### config.mk
export PLATFORM = sky130hd
export DESIGN_NAME = alu_instr_issuer
export DESIGN_NICKNAME = d
export VERILOG_FILES = /design/src/rtl/alu_instr_issuer.sv
export SDC_FILE = /design/constraint.sdc
export NUM_CORES = 1
export LEC_CHECK = 0
export BUFFER_PORTS_ARGS = -buffer_cell sky130_fd_sc_hd__buf_2
export CAP_MARGIN = 0
export CORE_AREA = 2 2 60 62
export DETAILED_ROUTE_END_ITERATION = 6
export DIE_AREA = 0 0 62 64
export PLACE_DENSITY = 0.85
export SYNTH_ARGS = -nofsm -noshare
export SYNTH_HDL_FRONTEND = slang
export SYNTH_SLANG_ARGS = --single-unit
### constraint.sdc
create_clock -name clk -period 3.2 [get_ports clk]
set_input_delay 0.16 -clock clk [delete_from_list [all_inputs] [get_ports clk]]
set_output_delay 0.16 -clock clk [all_outputs]
set_load 0.1 [all_outputs]
### src/rtl/alu_instr_issuer.sv
// alu_instr_issuer: debounced go press issues one {sel,rs,rt} instruction over valid/ready and collects the result with a timeout
module alu_instr_issuer #(
    parameter int DEBOUNCE_CYCLES = 4,
    parameter int TIMEOUT_CYCLES = 16
) (
    input  logic        clk,
    input  logic        rst,
    input  logic [3:0]  sw_rs,
    input  logic [3:0]  sw_rt,
    input  logic [2:0]  sw_sel,
    input  logic        go_btn,
    output logic [10:0] instr,
    output logic        instr_valid,
    input  logic        instr_ready,
    input  logic [3:0]  res,
    input  logic        res_valid,
    output logic [3:0]  result,
    output logic        result_valid,
    output logic        timeout_err,
    output logic        busy
);
    typedef enum logic [1:0] {IDLE, ISSUE, WAIT} state_t;
    state_t state;
    logic s1, s, deb, deb_d, start;
    logic [7:0] cnt, timer;
    always_ff @(posedge clk or posedge rst) begin
        if (rst) begin
            state <= IDLE;
            s1 <= 1'b0;
            s <= 1'b0;
            deb <= 1'b0;
            deb_d <= 1'b0;
            start <= 1'b0;
            cnt <= '0;
            timer <= '0;
            instr <= '0;
            instr_valid <= 1'b0;
            result <= '0;
            result_valid <= 1'b0;
            timeout_err <= 1'b0;
            busy <= 1'b0;
        end else begin
            s1 <= go_btn;
            s <= s1;
            // deb flips on the edge where the mismatch count would reach DEBOUNCE_CYCLES
            if (s == deb) cnt <= '0;
            else if (cnt == 8'(DEBOUNCE_CYCLES - 1)) begin
                deb <= s;
                cnt <= '0;
            end else cnt <= cnt + 8'd1;
            deb_d <= deb;
            start <= deb & ~deb_d;
            case (state)
                IDLE: if (start) begin
                    instr <= {sw_sel, sw_rs, sw_rt};
                    instr_valid <= 1'b1;
                    result_valid <= 1'b0;
                    timeout_err <= 1'b0;
                    busy <= 1'b1;
                    state <= ISSUE;
                end
                ISSUE: if (instr_ready) begin
                    instr_valid <= 1'b0;
                    timer <= '0;
                    state <= WAIT;
                end
                WAIT: if (res_valid) begin
                    result <= res;
                    result_valid <= 1'b1;
                    busy <= 1'b0;
                    state <= IDLE;
                end else if (timer == 8'(TIMEOUT_CYCLES - 1)) begin
                    timeout_err <= 1'b1;
                    busy <= 1'b0;
                    state <= IDLE;
                end else timer <= timer + {7'd0, timer != 8'hFF};
                default: state <= IDLE;
            endcase
        end
    end
endmodule

==> run metrics, run 1 <==
routability cong. 0.9214; Clock Sinks 42; syn nets 173; period utilisation layout 60.21%; fraction of layout cells with a size suffix above 1 26.15%; post-CTS sizing 0; Wirelength per Cell 14.04 um; Post-route DRC 0; kind of critical path reg2reg; hold path depth 2; Skew-Pair Late Insertion Delay 0.35 ns; die area 3968 um^2; Final min period 1.927 ns; CTS root buf clkbuf_4; Least-Margin Pin Slew 0.8812 ns; DP HPWL 2500 um; Synth Flop Type dfrtp_1; H-tree depth 2; Mapped Area 1793 um^2; Synth top area share 58.62%; post-route cell area 2121 um^2; routed via count 1294; Setup WS post-layout 1.273 ns; maxcap violations 0; GRT Util Overall 18.84%; Routed WL 3384 um; cell with the most instances after synthesis dfrtp_1; Max Used Layer met4; status completed; top cells by area, synth dfrtp_1 (59%), mux2_1 (10%), xor2_1 (2.9%), a21oi_1 (2.5%), nand3_1 (2.5%); FFs w/ async S/R, synth 100.0%; Post-synth top cells dfrtp_1 (42), mux2_1 (16), nand2_1 (11), nor2_1 (11); ant diodes 0; Fillers 246; DRT Pass-1 Iters 4; initial antenna violation count 0; final-report max-slew violation count 0; WL met3 127 um; PortBufs 38; Worst Clk Skew 0.01775 ns; EDFF count, synth 0; startpoint types register; core area 3284 um^2; Distinct cells, synth 29; fraction of the yosys area taken by sequential cells 58.62%; Synth Register Bits 42; Multi-input gate area 698.2 um^2; DP Cell Count 231; Max Fclk 0.5190 GHz; unrepaired setup endpoints after global routing no; vias in the first global route 1261; clk buf depth 2; count of final setup violators 0; FP Rows 21; Gate Count Post-Synth 150; Starting Density 54.59%; DP Worst Slack 1.263 ns; post-route ant nets 0; die width 62 um; Iter 0 DRT Violations 74; cts bufs inserted 5; final hold violations 0; arrival time at the worst endpoint 2.17 ns; Hold WC Path Type in2reg; Synth area leader dfrtp_1; Vias/cell 5.369; Max-slew headroom 41.04%; met2 WL 1837 um; CTS tree done; Reg clk slew, reported paths 0.12 ns; Max FO, Critical Path 11; Nets 217; worst-case reg-to-reg path depth 3; Worst Setup End Kind register; fin cells 241; first-pass GRT wire length 5547 um; area delta synth->final 18.28%; gr ovfl total 0; Reg area 1051 um^2; Mapped Avg Cell Area 11.95 um^2; Placed Area 2023 um^2; Worst EP required 3.44 ns; Final TNS setup 0 ns; largest net degree at the start of global routing 43; YS warnings 0; die height 64 um; wire length on met1 1379 um; I/O pin cnt 39
==> kinds of logic (layout without fill, tap and decap cells) <==
| logic type | count (synthesis) | count (layout) | synth area share, % |
|---|---|---|---|
| compound gates | 27 | 27 | 9.421 |
| simple gates | 44 | 44 | 12.84 |
| xor+xnor | 7 | 7 | 3.419 |
| flops | 42 | 42 | 58.62 |
| mux | 18 | 18 | 11.17 |
| buf+inv | 9 | 54 | 2.442 |
| fa+ha+maj | 3 | 3 | 2.094 |
==> repair_timing <==
item                                   CTS  global route
setup buffers                            0             0
endpoints found under the hold margin   43             0
setup endpoints to repair                0             0
hold buffers                             2             0
==> registers in the layout, summed over array words and instances, names as in the netlist, 2 cells and up <==
| signal | flops |
|---|---|
| instr | 11 |
| cnt | 8 |
| timer | 8 |
| result | 4 |
| state | 2 |
==> per-stage QoR <==
step | hold slack (ns) | utilization, %
after floorplan | 0.1914 | -
after global placement | 0.2683 | 61.60
after detailed placement | 0.2696 | 61.60
after CTS | 0.01282 | 64.57
after global routing | 0.001507 | 64.57
final | 0.01725 | 64.57
==> critical path, cell delays in order, from the launching register on <==
cell and delay (ns):
dfrtp_1 0.47, nand2b_1 0.25, nor2_1 0.70, mux2_1 0.40
==> routing by layer <==
metal	vias up	global-route usage [%]
met1	648	22.13
met2	25	32.29
met3	5	4.251
met4	0	7.181
met5	-	0
li1	616	-
==> layout by cell type (no fill, tap or decap), types with 2 or more instances in the layout <==
cell           count
o21ai_1            4
o21a_1             2
mux2_1            16
inv_1              4
dlygate4sd3_1      2
a41oi_1            3
nand2_1           11
and3_1             6
nand3_1            9
clkinv_2           2
dfrtp_1           42
a31oi_1            5
buf_2             38
o21ai_0            2
clkbuf_4           5
mux2i_1            2
xor2_1             6
a21oi_1            9
ha_1               3
nand2b_1           2
nor2_1            11
==> worst paths after layout <==
check                          from     endpoint  slack, ns
max                        state[0]     instr[5]       1.27
min in group asynchronous       rst     instr[1]       0.47
min                        sw_rt[3]     instr[3]       0.02
max reg2reg                state[0]     instr[5]       1.27
min reg2reg                      s1            s       0.36
max in group asynchronous       rst  timeout_err       2.37
==> cell type report <==
class                      count  area share, %
sequential                    42          49.56
multi-input combinational     99          32.92
timing repair buffer          41          10.27
tap                           46          2.714
clock inverter                 3          1.888
clock buffer                   5          1.770
inverter                       5         0.8850
Power of run 1 is left out: the tool's default activity adds up to more than one toggle a clock period on the data nets, which glitch-free logic cannot reach.
==> run 2, diff against run 1 <==
- ABC_AREA: not set -> 1
- CORE_AREA: 2 2 60 62 -> 2 2 67 69
- DIE_AREA: 0 0 62 64 -> 0 0 69 71
- PLACE_DENSITY: 0.85 -> 0.78
- clock period: 3.2 -> 1.6 ns (I/O delays scaled with it)
==> run 2 against run 1 <==
Worst setup slack got worse by 1.2 ns. Clock skew decreased by 0.014 ns. Routed wire length increased by 25%. Sequential share of layout area decreased by 9.6 points. Design area increased by 24%. Critical path type unchanged.
==> run metrics, run 2 <==
Setup WS post-layout 0.03517 ns (-1.238 ns); CP Cell Sequence inv_2 > nor3_2 > nand2_1 > ha_4 > ha_4 > nand3_4 > xor2_1 > nor2_1 > nand2_1 > nand2_1; maxcap violations 0 (unchanged); cts bufs inserted 5 (unchanged); kind of critical path reg2reg; Max stage delay cell, worst path dfrtp_1; clock power share 15.4%; Final Power 0.005444 W; Routed WL 4215 um (+25%); count of final setup violators 0 (unchanged); worst path bufs/invs 1 (+1); leakage 1.385 nW; FFs w/ async S/R, synth 100.0% (unchanged); gr ovfl total 0 (unchanged); die width 69 um (+11%); max reg flops 11 (unchanged); EDFF count, synth 0 (unchanged); Power Dens Cells 2068 nW/um^2; Comb pwr share 55.4%; Nets 332 (+53%); Synth Flop Type dfrtp_1; largest register by flop count instr; H-tree depth 2 (unchanged); fraction of the yosys area taken by sequential cells 53.71% (-4.9 points); sw frac 54.89%; Max FO, Critical Path 3 (-8); core area 4204 um^2 (+28%); Worst Clk Skew 0.003699 ns (-0.01405 ns); P_int 0.002456 W; Mapped Avg Cell Area 8.292 um^2 (-31%); DRT Pass-1 Iters 4 (unchanged); DP HPWL 2832 um (+13%); VDD IR max 0.001558 V; Worst EP required 1.78 ns (-1.66 ns); Regs by FF count instr: 11 flops, cnt: 8 flops, timer: 8 flops; final hold violations 0 (unchanged); Post-synth top cells nand2_1 (89), dfrtp_1 (42), nor2_1 (28); worst hold slack 0.01973 ns (+0.002472 ns); Distinct cells, synth 22 (-24%); routability cong. 0.8782 (-4.7%); Final min period 1.565 ns (-0.3620 ns); FP Rows 24 (+14%); ant diodes 0 (unchanged); routed via count 1724 (+33%); cell with the most instances after synthesis nand2_1; Clock Sinks 42 (unchanged); GRT Util Overall 18.27% (-0.57 points); CP most frequent cell nand2_1; Synth top area share 53.71% (-4.9 points); startpoint types register; vias in the first global route 1735 (+38%); area delta synth->final 34.53%; most frequent cells in the layout nand2_1 (88), dfrtp_1 (42), buf_2 (38); largest net degree at the start of global routing 43 (unchanged); CTS root buf clkbuf_8; status completed; Vias/cell 4.776 (-11%); Least-Margin Pin Slew 0.5085 ns (-0.3727 ns); clk buf depth 2 (unchanged); arrival time at the worst endpoint 1.75 ns (-0.42 ns); Post-route DRC 0 (unchanged); fraction of layout cells with a size suffix above 1 28.48% (+2.3 points); Reg clk slew, reported paths 0.07 ns (-0.05 ns); Gate Count Post-Synth 236 (+57%); unrepaired setup endpoints after global routing yes; syn nets 259 (+50%); post-route ant nets 0 (unchanged); crit-path leading delay family simple AND/OR/NAND/NOR gates; Worst Setup End Kind register; Starting Density 46.55% (-8.0 points); YS warnings 0 (unchanged); PortBufs 38 (unchanged); CP max stage delay 0.37 ns (-0.33 ns); Max-slew headroom 66.10% (+25 points); Skew-Pair Late Insertion Delay 0.29 ns (-0.06 ns); commonest non-fill, non-tap cell in the layout nand2_1; first-pass GRT wire length 7189 um (+30%); die area 4899 um^2 (+23%); Psw 0.002988 W; period utilisation layout 97.80% (+38 points); Wirelength per Cell 11.68 um (-17%); Synth Register Bits 42 (unchanged); Synth area leader dfrtp_1; final-report max-slew violation count 0 (unchanged); die height 71 um (+11%); Mapped Area 1957 um^2 (+9.1%); part of the power in registers 29.2%; DP Worst Slack -0.06047 ns (-1.323 ns); Iter 0 DRT Violations 92 (+24%); top cells by area, synth dfrtp_1 (54%), nand2_1 (17%), nor2_1 (5.4%), inv_1 (4.6%), nand3_1 (2.6%); CTS tree done; initial antenna violation count 0 (unchanged); Max Fclk 0.6390 GHz (+23%); I/O pin cnt 39 (unchanged); Hold WC Path Type in2reg
[run 2: repair_timing]
action                                  4_1_cts  5_1_grt
hold buffers                                 13        0
buffers inserted                              2        2
gates resized for setup                       3       12
endpoints found under the setup margin        3        5
pin swaps                                     0        5
endpoints found under the hold margin        54        0
[run 2: logic make-up (layout without fill, tap and decap cells)]
| kind of cell | Yosys count | after routing | synth area share [%] |
|---|---|---|---|
| DFF | 42 | 42 | 53.71 |
| AOI/OAI and AO/OA | 7 | 7 | 1.854 |
| and+or+nand+nor | 145 | 145 | 32.10 |
| muxes | 4 | 4 | 2.302 |
| xor gates and xnor gates | 5 | 5 | 2.238 |
| adders and majority gates | 3 | 3 | 1.918 |
| buffers and inverters | 30 | 103 | 5.882 |
[run 2: worst paths after layout]
path | start | endpoint | slack [ns] | cells past startpoint
worst min register to register | s1 | s | 0.35 | 0
min in group asynchronous | rst | result[2] | 0.46 | 4
worst max-delay path | timer[7] | timer[4] | 0.04 | 10
max in group asynchronous | rst | s | 0.79 | 4
worst max register to register | timer[7] | timer[4] | 0.04 | 10
worst min-delay path | res[0] | result[0] | 0.02 | 2
[run 2: power groups by stage]
stage / Combinational (W) / Sequential (W) / Clock, W
after floorplan: 0.000769 / 0.00330 / 0
after detailed placement: 0.00298 / 0.00160 / 0
after global routing: 0.00321 / 0.00164 / 0.000903
final: 0.00302 / 0.00159 / 0.000838
after CTS: 0.00300 / 0.00159 / 0.000866
after global placement: 0.00294 / 0.00160 / 0
[run 2: cell type report]
type / count / area, um^2
repair buffers: 68 / 451.7
inverters: 28 / 105.1
fillers: 362 / 1572
well taps: 52 / 65.06
clock buffers: 6 / 82.58
clock inverters: 1 / 30.03
flip-flops and latches: 42 / 1051
multi-input cells: 164 / 847.1
[run 2: routing by layer]
| layer | routed length (um) | up-vias | part of all wire (%) | track usage (%) |
|---|---|---|---|---|
| li1 | - | 872 | - | - |
| met1 | 1769 | 796 | 42 | 21.08 |
| met2 | 2171 | 51 | 52 | 32.80 |
| met3 | 225 | 5 | 5.3 | 4.701 |
| met4 | 48 | 0 | 1.1 | 6.754 |
| met5 | 0 | - | 0 | 0 |
[run 2: stage by stage]
step / util (%) / cells / setup TNS (ns) / instance area, um^2
2_1_floorplan: - / 236 / 0 / 1957
3_3_place_gp: 54.70 / 337 / -0.005205 / 2300
3_5_place_dp: 54.70 / 337 / -0.1084 / 2300
4_1_cts: 61.07 / 359 / 0 / 2567
5_1_grt: 62.62 / 361 / -0.1482 / 2633
6_report: 62.62 / 361 / 0 / 2633
No activity file was read; power rests on OpenSTA's default activity.
==> run 3, diff against run 2 <==
- RECOVER_POWER: not set -> 25
==> run 3 against run 2 <==
Flip-flop and latch count did not move. Sequential share of layout area barely moved. Non-clock buffer count did not move. Worst setup slack barely moved. Register-to-register slack barely moved. Hold slack barely moved. Die area did not move.
==> run metrics, run 3 (synthesis gave the netlist of run 2 again) <==
status completed; hold path start res[0]; I/O pin cnt 39 (unchanged); initial antenna violation count 0 (unchanged); Final TNS setup 0 ns (unchanged); startpoint types register; FP Rows 24 (unchanged); Power Dens Cells 2070 nW/um^2 (about the same); CP Cell Sequence inv_2 > nor3_2 > nand2_1 > ha_4 > ha_4 > nand3_4 > xor2_1 > nor2_1 > nand2_1 > nand2_1; Starting Density 46.55% (unchanged); Reg clk slew, reported paths 0.07 ns (about the same); routed via count 1722 (-0.12%); Reg area 1051 um^2 (unchanged); leakage 1.384 nW (about the same); CP max stage delay 0.38 ns (about the same); die area 4899 um^2 (unchanged); unrepaired setup endpoints after global routing yes; cts bufs inserted 5 (unchanged); Final Power 0.005443 W (about the same); worst hold slack 0.01993 ns (+0.0002004 ns); Worst setup endpoint timer[4]; period utilisation layout 97.80% (about the same); Worst EP required 1.78 ns (about the same); area delta synth->final 34.40% (about the same); PortBufs 38 (unchanged); Multi-input gate area 847.1 um^2 (unchanged); Final min period 1.565 ns (-0.00006060 ns); fraction of layout cells with a size suffix above 1 28.48% (unchanged); DP HPWL 2832 um (unchanged); Placed Area 2300 um^2 (unchanged); Worst Setup End Kind register; max reg flops 11 (unchanged); post-route ant nets 0 (unchanged); most frequent cells in the layout nand2_1 (88), dfrtp_1 (42), buf_2 (38); maxcap violations 0 (unchanged); die height 71 um (unchanged); crit-path leading delay family simple AND/OR/NAND/NOR gates; Vias/cell 4.770 (-0.12%); Worst Clk Skew 0.004290 ns (+0.0005908 ns); CTS root buf clkbuf_8; clk buf depth 2 (unchanged); worst path bufs/invs 1 (unchanged); Routed WL 4221 um (+0.14%); DRT Pass-1 Iters 4 (unchanged); core area 4204 um^2 (unchanged); Regs by FF count instr: 11 flops, cnt: 8 flops, timer: 8 flops; routability cong. 0.8782 (unchanged); worst-case reg-to-reg path depth 10 (unchanged); Fillers 363 (+0.28%); Crit Reg-Reg Endpoint timer[4]; final-report max-slew violation count 0 (unchanged); reg2reg setup slack 0.04 ns (about the same); Hold WC Path Type in2reg; Least-Margin Pin Slew 0.9934 ns (+0.4849 ns); Wirelength per Cell 11.69 um (+0.14%); vias in the first global route 1735 (unchanged); first-pass GRT wire length 7189 um (unchanged); VDD IR max 0.001559 V (about the same); Max-slew headroom 33.77% (-32 points); count of final setup violators 0 (unchanged); final hold violations 0 (unchanged); commonest non-fill, non-tap cell in the layout nand2_1; post-route cell area 2630 um^2 (about the same); GRT Util Overall 18.27% (unchanged); Skew-Pair Late Insertion Delay 0.29 ns (about the same); Stages on worst setup path 10 (unchanged); ant diodes 0 (unchanged); CP most frequent cell nand2_1; gr ovfl total 0 (unchanged); die width 69 um (unchanged); Nets 332 (unchanged); H-tree depth 2 (unchanged); Clock Sinks 42 (unchanged); Max Fclk 0.6391 GHz (about the same); CTS tree done; arrival time at the worst endpoint 1.75 ns (about the same); largest net degree at the start of global routing 43 (unchanged); Max stage delay cell, worst path dfrtp_1; largest register by flop count instr; Iter 0 DRT Violations 92 (unchanged); Post-route DRC 0 (unchanged); Max FO, Critical Path 3 (unchanged); kind of critical path reg2reg; Worst Setup SP timer[7]; reg2reg start timer[7]
==> run 3: worst min path at each step <==
stage | slack, ns | cells after the start | endpoint
6_report | 0.02 | 2 | result[0]
3_3_place_gp | 0.19 | 1 | s1
2_1_floorplan | 0.11 | 0 | s1
3_5_place_dp | 0.19 | 1 | s1
5_1_grt | 0.01 | 2 | result[3]
4_1_cts | 0.01 | 2 | result[0]
==> run 3: per-layer routing <==
layer | global-route usage, % | share of wire, %
met5 | 0 | 0
met4 | 6.754 | 1.1
met3 | 4.701 | 5.4
met2 | 32.80 | 52
met1 | 21.08 | 42
==> run 3: layout make-up <==
type	count	share of cell area (%)
multi-input cells	164	32.21
well taps	52	2.474
repair buffers	68	17.08
clock buffers	6	3.140
flip-flops and latches	42	39.96
clock inverters	1	1.142
inverters	28	3.996
==> run 3: worst register-to-register path: cells and delay by family, from the launching register on <==
family	cells	cell delay [ns]
adder cells (fa/ha/maj)	2	0.37
buffers and inverters	1	0.05
AND/OR/NAND/NOR	6	0.51
XOR/XNOR	1	0.16
flip-flops	1	0.38
==> run 3: where the power goes <==
part / switching [W] / internal (W) / total (W)
clock network: 0.000339 / 0.000499 / 0.000838
registers: 0.000189 / 0.00140 / 0.00159
logic: 0.00246 / 0.000556 / 0.00302
total: 0.00299 / 0.00245 / 0.00544
==> run 3: timing repair <==
item                       in CTS  in global routing
setup endpoints to repair       3                  5
hold buffers                   13                  0
pin swaps                       0                  5
cloned                          0                  0
hold endpoints to repair       54                  0
gates resized for setup         3                 12
buffers inserted                2                  2
==> run 3: stage by stage <==
stage	worst slack, ns	cells	utilization (%)
5_1_grt	-0.1005	361	62.56
3_5_place_dp	-0.06047	337	54.70
2_1_floorplan	0.008731	236	-
4_1_cts	0.002661	359	61.07
3_3_place_gp	-0.005205	337	54.70
6_report	0.03523	361	62.56
